[config.mk]
export PLATFORM = sky130hd
export DESIGN_NAME = heater_control
export DESIGN_NICKNAME = d
export VERILOG_FILES = /design/src/rtl/heater_control.sv
export SDC_FILE = /design/constraint.sdc
export NUM_CORES = 1
export LEC_CHECK = 0
export BUFFER_PORTS_ARGS = -buffer_cell sky130_fd_sc_hd__buf_4
export CORE_UTILIZATION = 57
export DETAILED_ROUTE_END_ITERATION = 10
export PLACE_DENSITY_LB_ADDON = 0.3
export SLEW_MARGIN = 20
export SYNTH_ARGS = -nofsm -noshare
export SYNTH_HDL_FRONTEND = slang
export SYNTH_SLANG_ARGS = --single-unit
[constraint.sdc]
create_clock -name clk -period 3.5 [get_ports clk]
set_input_delay 0.525 -clock clk [delete_from_list [all_inputs] [get_ports clk]]
set_output_delay 0.525 -clock clk [all_outputs]
set_load 0.01 [all_outputs]
[src/rtl/heater_control.sv]
// Heater regulator: proportional PWM drive with latched over-temp, sensor and
// thermal-runaway supervision.
//
//   state | meaning
//   IDLE  | heater off, waiting for enable
//   HEAT  | regulating, faults checked on every temperature strobe
//   FAULT | heater off, fault latched until enable drops
module heater_control #(
  parameter int CLK_FREQ      = 50000000,
  parameter int PWM_DIV       = 195,
  parameter int KP            = 16,
  parameter int MAX_TEMP      = 280,
  parameter int WINDOW        = 3,
  parameter int RUNAWAY_S     = 20,
  parameter int RUNAWAY_DELTA = 2
) (
  input  logic               clk,
  input  logic               reset,
  input  logic               enable,
  input  logic signed [11:0] target,
  input  logic signed [11:0] temp,
  input  logic               temp_valid,
  output logic               heater,
  output logic [7:0]         duty,
  output logic               at_target,
  output logic               fault,
  output logic [1:0]         fault_code
);

  localparam int TW = (CLK_FREQ > 1) ? $clog2(CLK_FREQ) : 1;
  localparam int DW = (PWM_DIV > 1) ? $clog2(PWM_DIV) : 1;
  localparam int SW = $clog2(RUNAWAY_S + 1);
  localparam logic [TW-1:0]        TICK_LOAD = TW'(CLK_FREQ - 1);
  localparam logic [DW-1:0]        DIV_LOAD  = DW'(PWM_DIV - 1);
  localparam logic [SW-1:0]        SEC_LIMIT = SW'(RUNAWAY_S);
  localparam logic signed [12:0]   MAX_T     = 13'(MAX_TEMP);
  localparam logic signed [12:0]   WIN       = 13'(WINDOW);
  localparam logic signed [12:0]   DELTA     = 13'(RUNAWAY_DELTA);
  localparam logic signed [20:0]   KP21      = 21'(KP);
  localparam logic signed [11:0]   SENS_HI   = 12'sd300;
  localparam logic signed [11:0]   SENS_LO   = -12'sd55;

  typedef enum logic [1:0] {IDLE, HEAT, FAULT} state_t;
  state_t state, state_nxt;

  logic [1:0]         code_nxt;
  logic [DW-1:0]      div_cnt, div_nxt;
  logic [7:0]         pwm_cnt, cnt_nxt;
  logic [7:0]         duty_q, duty_nxt, duty_req, duty_calc;
  logic               heater_q, heater_nxt, at_q;
  logic [TW-1:0]      tick_cnt;
  logic               tick, div_tc, wrap;
  logic signed [11:0] temp_q, ref_t, sample;
  logic [SW-1:0]      sec_cnt;
  logic               rt_active, heat_full;
  logic signed [12:0] tgt13, t_eff, temp13, err, ref13;
  logic signed [20:0] err21, prod;
  logic               at_cond, sensor_f, over_f, runaway_f;

  // Control law, evaluated on the raw sample of the strobe cycle
  always_comb begin
    tgt13  = {target[11], target};
    temp13 = {temp[11], temp};
    ref13  = {ref_t[11], ref_t};
    if (tgt13 < 13'sd0)     t_eff = 13'sd0;
    else if (tgt13 > MAX_T) t_eff = MAX_T;
    else                    t_eff = tgt13;
    err   = t_eff - temp13;
    err21 = err;
    prod  = err21 * KP21;
    if (err <= 13'sd0)        duty_calc = 8'd0;
    else if (prod > 21'sd255) duty_calc = 8'd255;
    else                      duty_calc = prod[7:0];
    at_cond   = (err <= WIN) && (err >= -WIN);
    sensor_f  = (temp >= SENS_HI) || (temp <= SENS_LO);
    over_f    = temp13 > MAX_T;
    runaway_f = sec_cnt >= SEC_LIMIT;
    sample    = temp_valid ? temp : temp_q;
  end

  always_comb begin
    state_nxt = state;
    code_nxt  = fault_code;
    case (state)
      IDLE: begin
        code_nxt = 2'd0;
        if (enable) state_nxt = HEAT;
      end
      HEAT: begin
        if (!enable) begin
          state_nxt = IDLE;
        end else if (temp_valid && (sensor_f || over_f || runaway_f)) begin
          state_nxt = FAULT;
          if (sensor_f)    code_nxt = 2'd3;
          else if (over_f) code_nxt = 2'd1;
          else             code_nxt = 2'd2;
        end
      end
      FAULT: begin
        if (!enable) begin
          state_nxt = IDLE;
          code_nxt  = 2'd0;
        end
      end
      default: begin
        state_nxt = IDLE;
        code_nxt  = 2'd0;
      end
    endcase
  end

  // PWM: duty only reloads at the period boundary; leaving HEAT kills it at once
  always_comb begin
    tick    = (tick_cnt == '0);
    div_tc  = (div_cnt == '0);
    div_nxt = div_tc ? DIV_LOAD : div_cnt - DW'(1);
    cnt_nxt = div_tc ? pwm_cnt + 8'd1 : pwm_cnt;
    wrap    = div_tc && (pwm_cnt == 8'd255);
    if (state_nxt != HEAT) duty_nxt = 8'd0;
    else if (wrap)         duty_nxt = duty_req;
    else                   duty_nxt = duty_q;
    heater_nxt = (state_nxt == HEAT) && ((cnt_nxt < duty_nxt) || (duty_nxt == 8'd255));
    heat_full  = (state == HEAT) && (duty_q == 8'd255);
  end

  always_ff @(posedge clk or negedge reset) begin
    if (!reset) begin
      state      <= IDLE;
      fault_code <= 2'd0;
      div_cnt    <= DIV_LOAD;
      pwm_cnt    <= 8'd0;
      duty_q     <= 8'd0;
      duty_req   <= 8'd0;
      heater_q   <= 1'b0;
      at_q       <= 1'b0;
      tick_cnt   <= TICK_LOAD;
      temp_q     <= 12'sd0;
      ref_t      <= 12'sd0;
      sec_cnt    <= '0;
      rt_active  <= 1'b0;
    end else begin
      state      <= state_nxt;
      fault_code <= code_nxt;
      div_cnt    <= div_nxt;
      pwm_cnt    <= cnt_nxt;
      duty_q     <= duty_nxt;
      heater_q   <= heater_nxt;
      tick_cnt   <= tick ? TICK_LOAD : tick_cnt - TW'(1);
      if (temp_valid) begin
        temp_q   <= temp;
        duty_req <= duty_calc;
      end
      if (state_nxt != HEAT) at_q <= 1'b0;
      else if (temp_valid)   at_q <= at_cond;
      // Runaway timer only runs while the heater is pinned at full duty
      if (!heat_full) begin
        rt_active <= 1'b0;
        sec_cnt   <= '0;
      end else if (!rt_active) begin
        rt_active <= 1'b1;
        ref_t     <= sample;
        sec_cnt   <= '0;
      end else if (temp_valid && (temp13 >= ref13 + DELTA)) begin
        ref_t   <= temp;
        sec_cnt <= '0;
      end else if (tick && (sec_cnt < SEC_LIMIT)) begin
        sec_cnt <= sec_cnt + SW'(1);
      end
    end
  end

  assign heater    = heater_q;
  assign duty      = duty_q;
  assign at_target = at_q;
  assign fault     = (state == FAULT);

endmodule

==> reports/qor.csv, run 1 <==
stage,metric,value,unit
yosys,share of the synthesized area in the top cell type,29.1,%
floorplan,die area,11000,um2
yosys,sequential fraction of the synthesis area,38.2,%
yosys,Syn Area/Cell,9.30,um2
pwr,VDD IR max,182,uV
floorplan,Starting Density,58.6,%
cts,CTS buffer count,9,
sta,crit share post-route,95.0,%
yosys,Post-synth ARST share,100,%
yosys,Most used DFF post-synth,dfrtp_1,
detailed_routing,DRC,0,
yosys,Post-Synthesis Cells,648,
sta,setup ws final,0.175,ns
detailed_routing,router iterations before antenna repair,5,
cts,CTS sink cnt,91,
sta,setup violation total in the final timing report,0,
pwr,Cell Pwr Density,325,nW/um2
floorplan,Die W,105,um
floorplan,Rows,37,
floorplan,Top Ports,41,
layout,Area Overhead vs Synth,17.3,%
yosys,#FFs+latches synth,91,
yosys,synth top area cells,"dfrtp_1 29%, dfstp_2 9.2%, ha_1 7.7%",
detailed_routing,Routed wire per std cell,16.8,um
yosys,"Cell Area, Synth",6020,um2
placed_design,I/O Buffers,40,
critical_path,CP max FO,6,
detailed_routing,DRT iter0 DRCs,285,
placed_design,pre-CTS setup slack,-0.347,ns
job,MaxCap Viol Count,0,
yosys,"area leader, netlist",dfrtp_1,
layout,Nets,778,
pwr,PnR Total Power,2.29,mW
sta,max-slew violation count,0,
critical_path,crit path DAT,3.63,ns
sta,Setup Total Neg Slack,0,ns
global_routing,grt ovf,0,
layout,ratio of cells with drive above 1 in the final layout,22.7,%
detailed_routing,Post-Route WL,14300,um
detailed_routing,via count,5196,
sta,unrepaired setup endpoints after global routing,true,
critical_path,reg2reg path depth,15,
pwr,Leak Pwr,3.14,nW
critical_path,reg2reg start,div_cnt[0],
floorplan,core area,10300,um2
floorplan,chip height,105,um
outcome,status,finished clean,
global_routing,largest net degree at the start of global routing,88,
placed_design,Final Wtd Congestion,0.902,
worst_hold_path,HP Class,primary input to asynchronous set/reset pin,
detailed_routing,DR vias/cell,6.09,
sta,worst slew pin tran,0.925,ns
detailed_routing,antenna-violating nets left,0,
global_routing,Tot GR Track Use,27.2,%
global_routing,number of global-route vias before repair,5266,
cts,H-tree levels,3,
sta,Worst slew margin,38.4,%
cts,clk root buf,clkbuf_8,
critical_path,"Worst Path Class, Setup",primary input to flip-flop,
layout,antenna fix cells,0,
sta,final hold violations,0,
cts,"Reg clk slew, reported paths",0.09,ns
layout,FILL cells,789,
global_routing,initial antenna violation count,0,
placed_design,post-DP HPWL,10300,um
sta,post-route minimum period,3.32,ns
layout,final core utilization,68.7,%
critical_path,Critical Path Start Type,primary input,
critical_path,CP Launch Point,target[0],
sta,f_max,301,MHz
yosys,most numerous cell in the Yosys netlist,dfrtp_1,
cts,clk_lat worst skew,0.38,ns
critical_path,Crit path required time,3.80,ns
critical_path,Worst Setup End Kind,flip-flop,
yosys,number of flops mapped to enable cells by yosys,0,
global_routing,global-route wire length before repair,24200,um
yosys,distinct cell type count after synthesis,70,
cts,clock buffer depth,2,
sta,Layout Skew,0.0189,ns
cts,CTS tree,yes,
yosys,yosys warns,0,
yosys,commonest cells in the netlist,"70 x dfrtp_1, 58 x nor2_1, 46 x inv_1, 37 x ha_1, 28 x nand3_1",
==> logic make-up (layout without fill, tap and decap cells) <==
group           Yosys count  after routing  share of synthesized area (%)
other cells               1              2                         0.0623
compound gates          136            136                           15.8
xor+xnor                 47             47                           6.83
flops                    91             91                           38.2
buf+inv                  74            142                           4.78
simple gates            236            236                           21.8
fa+ha+maj                38             38                           8.02
mux                      25             25                           4.45
==> report_power, final <==
part | leakage, nW | switching (mW) | internal (mW) | total [mW]
registers | 1.13 | 0.0263 | 1.08 | 1.11
logic | 1.89 | 0.211 | 0.165 | 0.376
clock network | 0.116 | 0.406 | 0.401 | 0.806
==> placed cells by master (no fill, tap or decap), drive strengths merged, types with 11 or more instances in the layout <==
cell type   n
clkbuf     11
nand3      28
ha         37
a221oi     13
xor2       22
and2       18
nor3       22
nor2       58
nand2b     12
o21ai      29
a211o      11
nand2      27
a21oi      22
dfrtp      70
mux2i      11
or3        12
or4        20
xnor2      25
dfstp      21
buf        79
inv        49
mux2       14
==> layout make-up <==
cell class	count	area, um2	area share [%]
inverters	47	176	2.50
flip-flops and latches	91	2300	32.6
well taps	136	170	2.41
multi-input cells	484	3580	50.7
clock inverters	5	65.1	0.921
repair buffers	79	604	8.55
clock buffers	11	163	2.30
==> worst max-delay path, cell delays in order <==
cell	delay [ns]
buf_6	0.10
o311ai_4	0.25
nand2_1	0.09
a211oi_2	0.21
nor2b_4	0.22
buf_4	0.13
and2_1	0.12
ha_1	0.25
or3_1	0.37
a21oi_2	0.17
a21oi_2	0.08
xnor2_1	0.14
or4_4	0.55
nor4_4	0.22
o221a_1	0.20
==> path summary, 6_finish.rpt <==
path                            slack [ns]             to
worst max-delay path                  0.18      at_target
worst min-delay path                  0.21     pwm_cnt[6]
worst max register to register        0.21         heater
worst min register to register        0.48    tick_cnt[0]
max in group asynchronous             2.59    tick_cnt[3]
min in group clk                      0.42  fault_code[1]
==> through the flow <==
step,hold WS (ns),cells,instance area (um2)
after floorplan,0.229,649,6090
after global placement,0.442,835,6720
after detailed placement,0.463,835,6720
after CTS,0.392,851,6950
after global routing,0.270,853,7060
final,0.211,853,7060
==> layer usage <==
| layer | routed length [um] | vias up | track usage, % |
|---|---|---|---|
| met4 | 278 | 0 | 8.45 |
| met3 | 653 | 33 | 5.18 |
| met5 | 0 | - | 0 |
| met1 | 6210 | 2531 | 34.4 |
| met2 | 7170 | 153 | 47.1 |
| li1 | - | 2479 | - |
==> registers in the layout, summed over array words and instances (netlist names) <==
name / flops
tick_cnt: 26
ref_t: 12
temp_q: 12
div_cnt: 8
duty: 8
pwm_cnt: 8
duty_req: 5
sec_cnt: 5
fault_code: 2
state: 2
at_target: 1
heater: 1
rt_active: 1
==> timing repair <==
action	CTS	global route
hold endpoints to repair	0	0
endpoints found under the setup margin	0	7
gates resized for setup	0	17
setup buffers	0	2
hold buffers	0	0
(Power assumes the default switching activity.)
==> run 2, diff against run 1 <==
- clock period: 3.5 -> 3.9 ns (I/O delays scaled with it)
==> reports/qor.csv, run 2 (synthesis gave the netlist of run 1 again) <==
stage,metric,value,unit,change
outcome,status,finished clean,,unchanged
detailed_routing,Routed wire per std cell,16.4,um,was 16.8 um
cts,H-tree levels,3,,unchanged
cts,Post-CTS Setup Bufs,0,,unchanged
pwr,fraction of power consumed by the clock network,35.9,%,was 35.2%
sta,Worst slew margin,52.4,%,was 38.4%
sta,crit share post-route,93.3,%,
cts,clk root buf,clkbuf_8,,unchanged
sta,Setup Total Neg Slack,0,ns,unchanged
floorplan,Die W,105,um,unchanged
critical_path,"Worst Path Class, Setup",primary input to flip-flop,,unchanged
sta,setup violation total in the final timing report,0,,unchanged
pwr,Leak Pwr,3.02,nW,was 3.14 nW
pwr,logic gate share of total power,15.0,%,was 16.4%
floorplan,core area,10300,um2,unchanged
layout,post-route cell area,6820,um2,was 7060 um2
cts,CTS buffer count,9,,unchanged
floorplan,die area,11000,um2,unchanged
placed_design,I/O Buffers,40,,unchanged
cts,CTS tree,yes,,unchanged
pwr,VDD IR max,143,uV,was 182 uV
sta,post-route minimum period,3.64,ns,
detailed_routing,routed wl met3,441,um,was 653 um
critical_path,Crit path required time,4.20,ns,was 3.80 ns
floorplan,chip height,105,um,unchanged
detailed_routing,DRC,0,,unchanged
cts,post_cts resized,0,,unchanged
cts,"Reg clk slew, reported paths",0.10,ns,was 0.09 ns
critical_path,Worst Setup End Kind,flip-flop,,unchanged
placed_design,Post-DP Area,6580,um2,was 6720 um2
layout,Multi-input gate area,3460,um2,was 3580 um2
sta,unrepaired setup endpoints after global routing,false,,was true
global_routing,Tot GR Track Use,27.0,%,was 27.2%
floorplan,Starting Density,58.6,%,unchanged
layout,register area,2300,um2,about the same
cts,# hold bufs at CTS,0,,unchanged
floorplan,Top Ports,41,,unchanged
layout,"Most flops, register",tick_cnt,,unchanged
global_routing,largest net degree at the start of global routing,41,,was 88
critical_path,Crit path max-delay family,simple AND/OR/NAND/NOR gates,,unchanged
layout,FILL cells,831,,was 789
layout,Nets,764,,was 778
layout,largest registers,"tick_cnt x26, ref_t x12, temp_q x12",,unchanged
detailed_routing,WL met2,6720,um,was 7170 um
layout,post-route insts no fill,839,,was 853
pwr,Cell Pwr Density,298,nW/um2,was 325 nW/um2
worst_hold_path,HP Class,primary input to asynchronous set/reset pin,,unchanged
floorplan,Rows,37,,unchanged
layout,"commonest cells after routing, fill and taps aside","69 x dfrtp_1, 65 x buf_4, 58 x nor2_1",,"was 76 x buf_4, 70 x dfrtp_1, 58 x nor2_1"
pwr,PnR Total Power,2.03,mW,was 2.29 mW
detailed_routing,via count,5074,,was 5196
cts,CTS sink cnt,91,,unchanged
cts,clock buffer depth,2,,unchanged
detailed_routing,DR top layer,met4,,unchanged
layout,Area Overhead vs Synth,13.3,%,was 17.3%
critical_path,Crit path top cell by count,nand2_1,,was a21oi_2
global_routing,global-route wire length before repair,23900,um,was 24200 um
global_routing,number of global-route vias before repair,4990,,was 5266
critical_path,CP max stage delay,0.59,ns,was 0.55 ns
detailed_routing,met1 wire length,6290,um,was 6210 um
global_routing,grt ovf,0,,unchanged
sta,Layout Skew,0.0169,ns,was 0.0189 ns
layout,max reg flops,26,,unchanged
critical_path,CP max FO,6,,unchanged
sta,f_max,275,MHz,
critical_path,crit path DAT,3.94,ns,was 3.63 ns
job,MaxCap Viol Count,0,,unchanged
detailed_routing,DRT iter0 DRCs,245,,was 285
placed_design,placed insts,823,,was 835
detailed_routing,router iterations before antenna repair,5,,unchanged
pwr,total internal power,1.45,mW,was 1.65 mW
placed_design,Final Wtd Congestion,0.881,,was 0.902
layout,ratio of cells with drive above 1 in the final layout,18.8,%,was 22.7%
detailed_routing,antenna-violating nets left,0,,unchanged
pwr,sequential share of power,49.1,%,was 48.4%
critical_path,Critical Path Start Type,primary input,,unchanged
sta,final hold violations,0,,unchanged
sta,setup ws final,0.260,ns,was 0.175 ns
sta,max-slew violation count,0,,unchanged
layout,antenna fix cells,0,,unchanged
placed_design,pre-CTS setup slack,-0.303,ns,was -0.347 ns
detailed_routing,DR vias/cell,6.05,,was 6.09
placed_design,post-DP HPWL,10100,um,was 10300 um
global_routing,initial antenna violation count,0,,unchanged
pwr,Psw,577,uW,was 643 uW
sta,worst slew pin tran,0.708,ns,was 0.925 ns
layout,"commonest non-fill, non-tap cell in the layout",dfrtp_1,,was buf_4
detailed_routing,Post-Route WL,13800,um,was 14300 um
critical_path,Worst Path Buf+Inv,1,,was 2
critical_path,critical path cell sequence,buf_4 -> o311ai_1 -> nand2_1 -> a211oi_2 -> nor2b_2 -> nand2_1 -> ha_1 -> fa_1 -> and2b_1 -> o22ai_1 -> xor2_1 -> o21ai_0 -> or4_4 -> nor4_1 -> o221a_1,,was buf_6 -> o311ai_4 -> nand2_1 -> a211oi_2 -> nor2b_4 -> buf_4 -> and2_1 -> ha_1 -> or3_1 -> a21oi_2 -> a21oi_2 -> xnor2_1 -> or4_4 -> nor4_4 -> o221a_1
cts,clk_lat worst skew,0.38,ns,about the same
critical_path,CP max-delay cell,or4_4,,unchanged
pwr,Switching Fraction,28.4,%,was 28.0%
run 2: cell count changes in the layout (fill, tap and decap cells not counted), sizes merged:
cell | previous run | this run
clkbuf | 11 | 10
inv | 49 | 50
buf | 79 | 65
run 2: path summary, 6_finish.rpt:
kind,start,endpoint,slack (ns),cells past startpoint
hold / removal,reset,pwm_cnt[7],0.09,1
setup reg to reg,div_cnt[0],heater,0.56,15
min in group clk,temp[4],temp_q[4],0.47,2
setup / recovery,target[0],at_target,0.26,15
max in group asynchronous,reset,div_cnt[1],3.01,2
hold reg to reg,div_cnt[0],div_cnt[0],0.48,1
run 2: cell type report:
cell class                 count  share of cell area, %
inverter                      47                   2.59
multi-input combinational    484                   50.7
tap                          136                   2.49
clock buffer                  10                   2.18
timing repair buffer          65                   7.15
sequential                    91                   33.8
clock inverter                 6                   1.12
run 2: worst reg2reg max path: stages (launching register included):
cell	delay, ns
dfrtp_1	0.41
inv_1	0.07
ha_1	0.18
or3b_1	0.45
nor3_2	0.21
nand3_1	0.15
nor4_2	0.24
buf_4	0.24
mux2i_1	0.11
nor2_1	0.14
inv_1	0.06
ha_1	0.30
a21o_1	0.18
a221oi_1	0.28
nand2_1	0.09
o22ai_1	0.15
run 2: routing by layer:
metal	vias to the layer above	global-route usage (%)
met4	0	9.86
met3	24	3.62
met2	125	45.3
met1	2481	35.7
li1	2444	-
met5	-	0
run 2: per-stage QoR:
step / hold slack, ns / utilization, %
floorplan: 0.289 / -
global placement: 0.445 / 64.0
detailed placement: 0.472 / 64.0
CTS: 0.0974 / 66.2
global route: 0.0975 / 66.4
finish: 0.0883 / 66.4
run 2: power groups by stage:
stage | sequential [mW] | combinational (mW) | clock (mW)
after global routing | 1.00 | 0.340 | 0.782
final | 0.996 | 0.305 | 0.729
after floorplan | 1.01 | 0.181 | 0
after CTS | 0.995 | 0.301 | 0.734
after global placement | 1.01 | 0.290 | 0
after detailed placement | 1.01 | 0.299 | 0
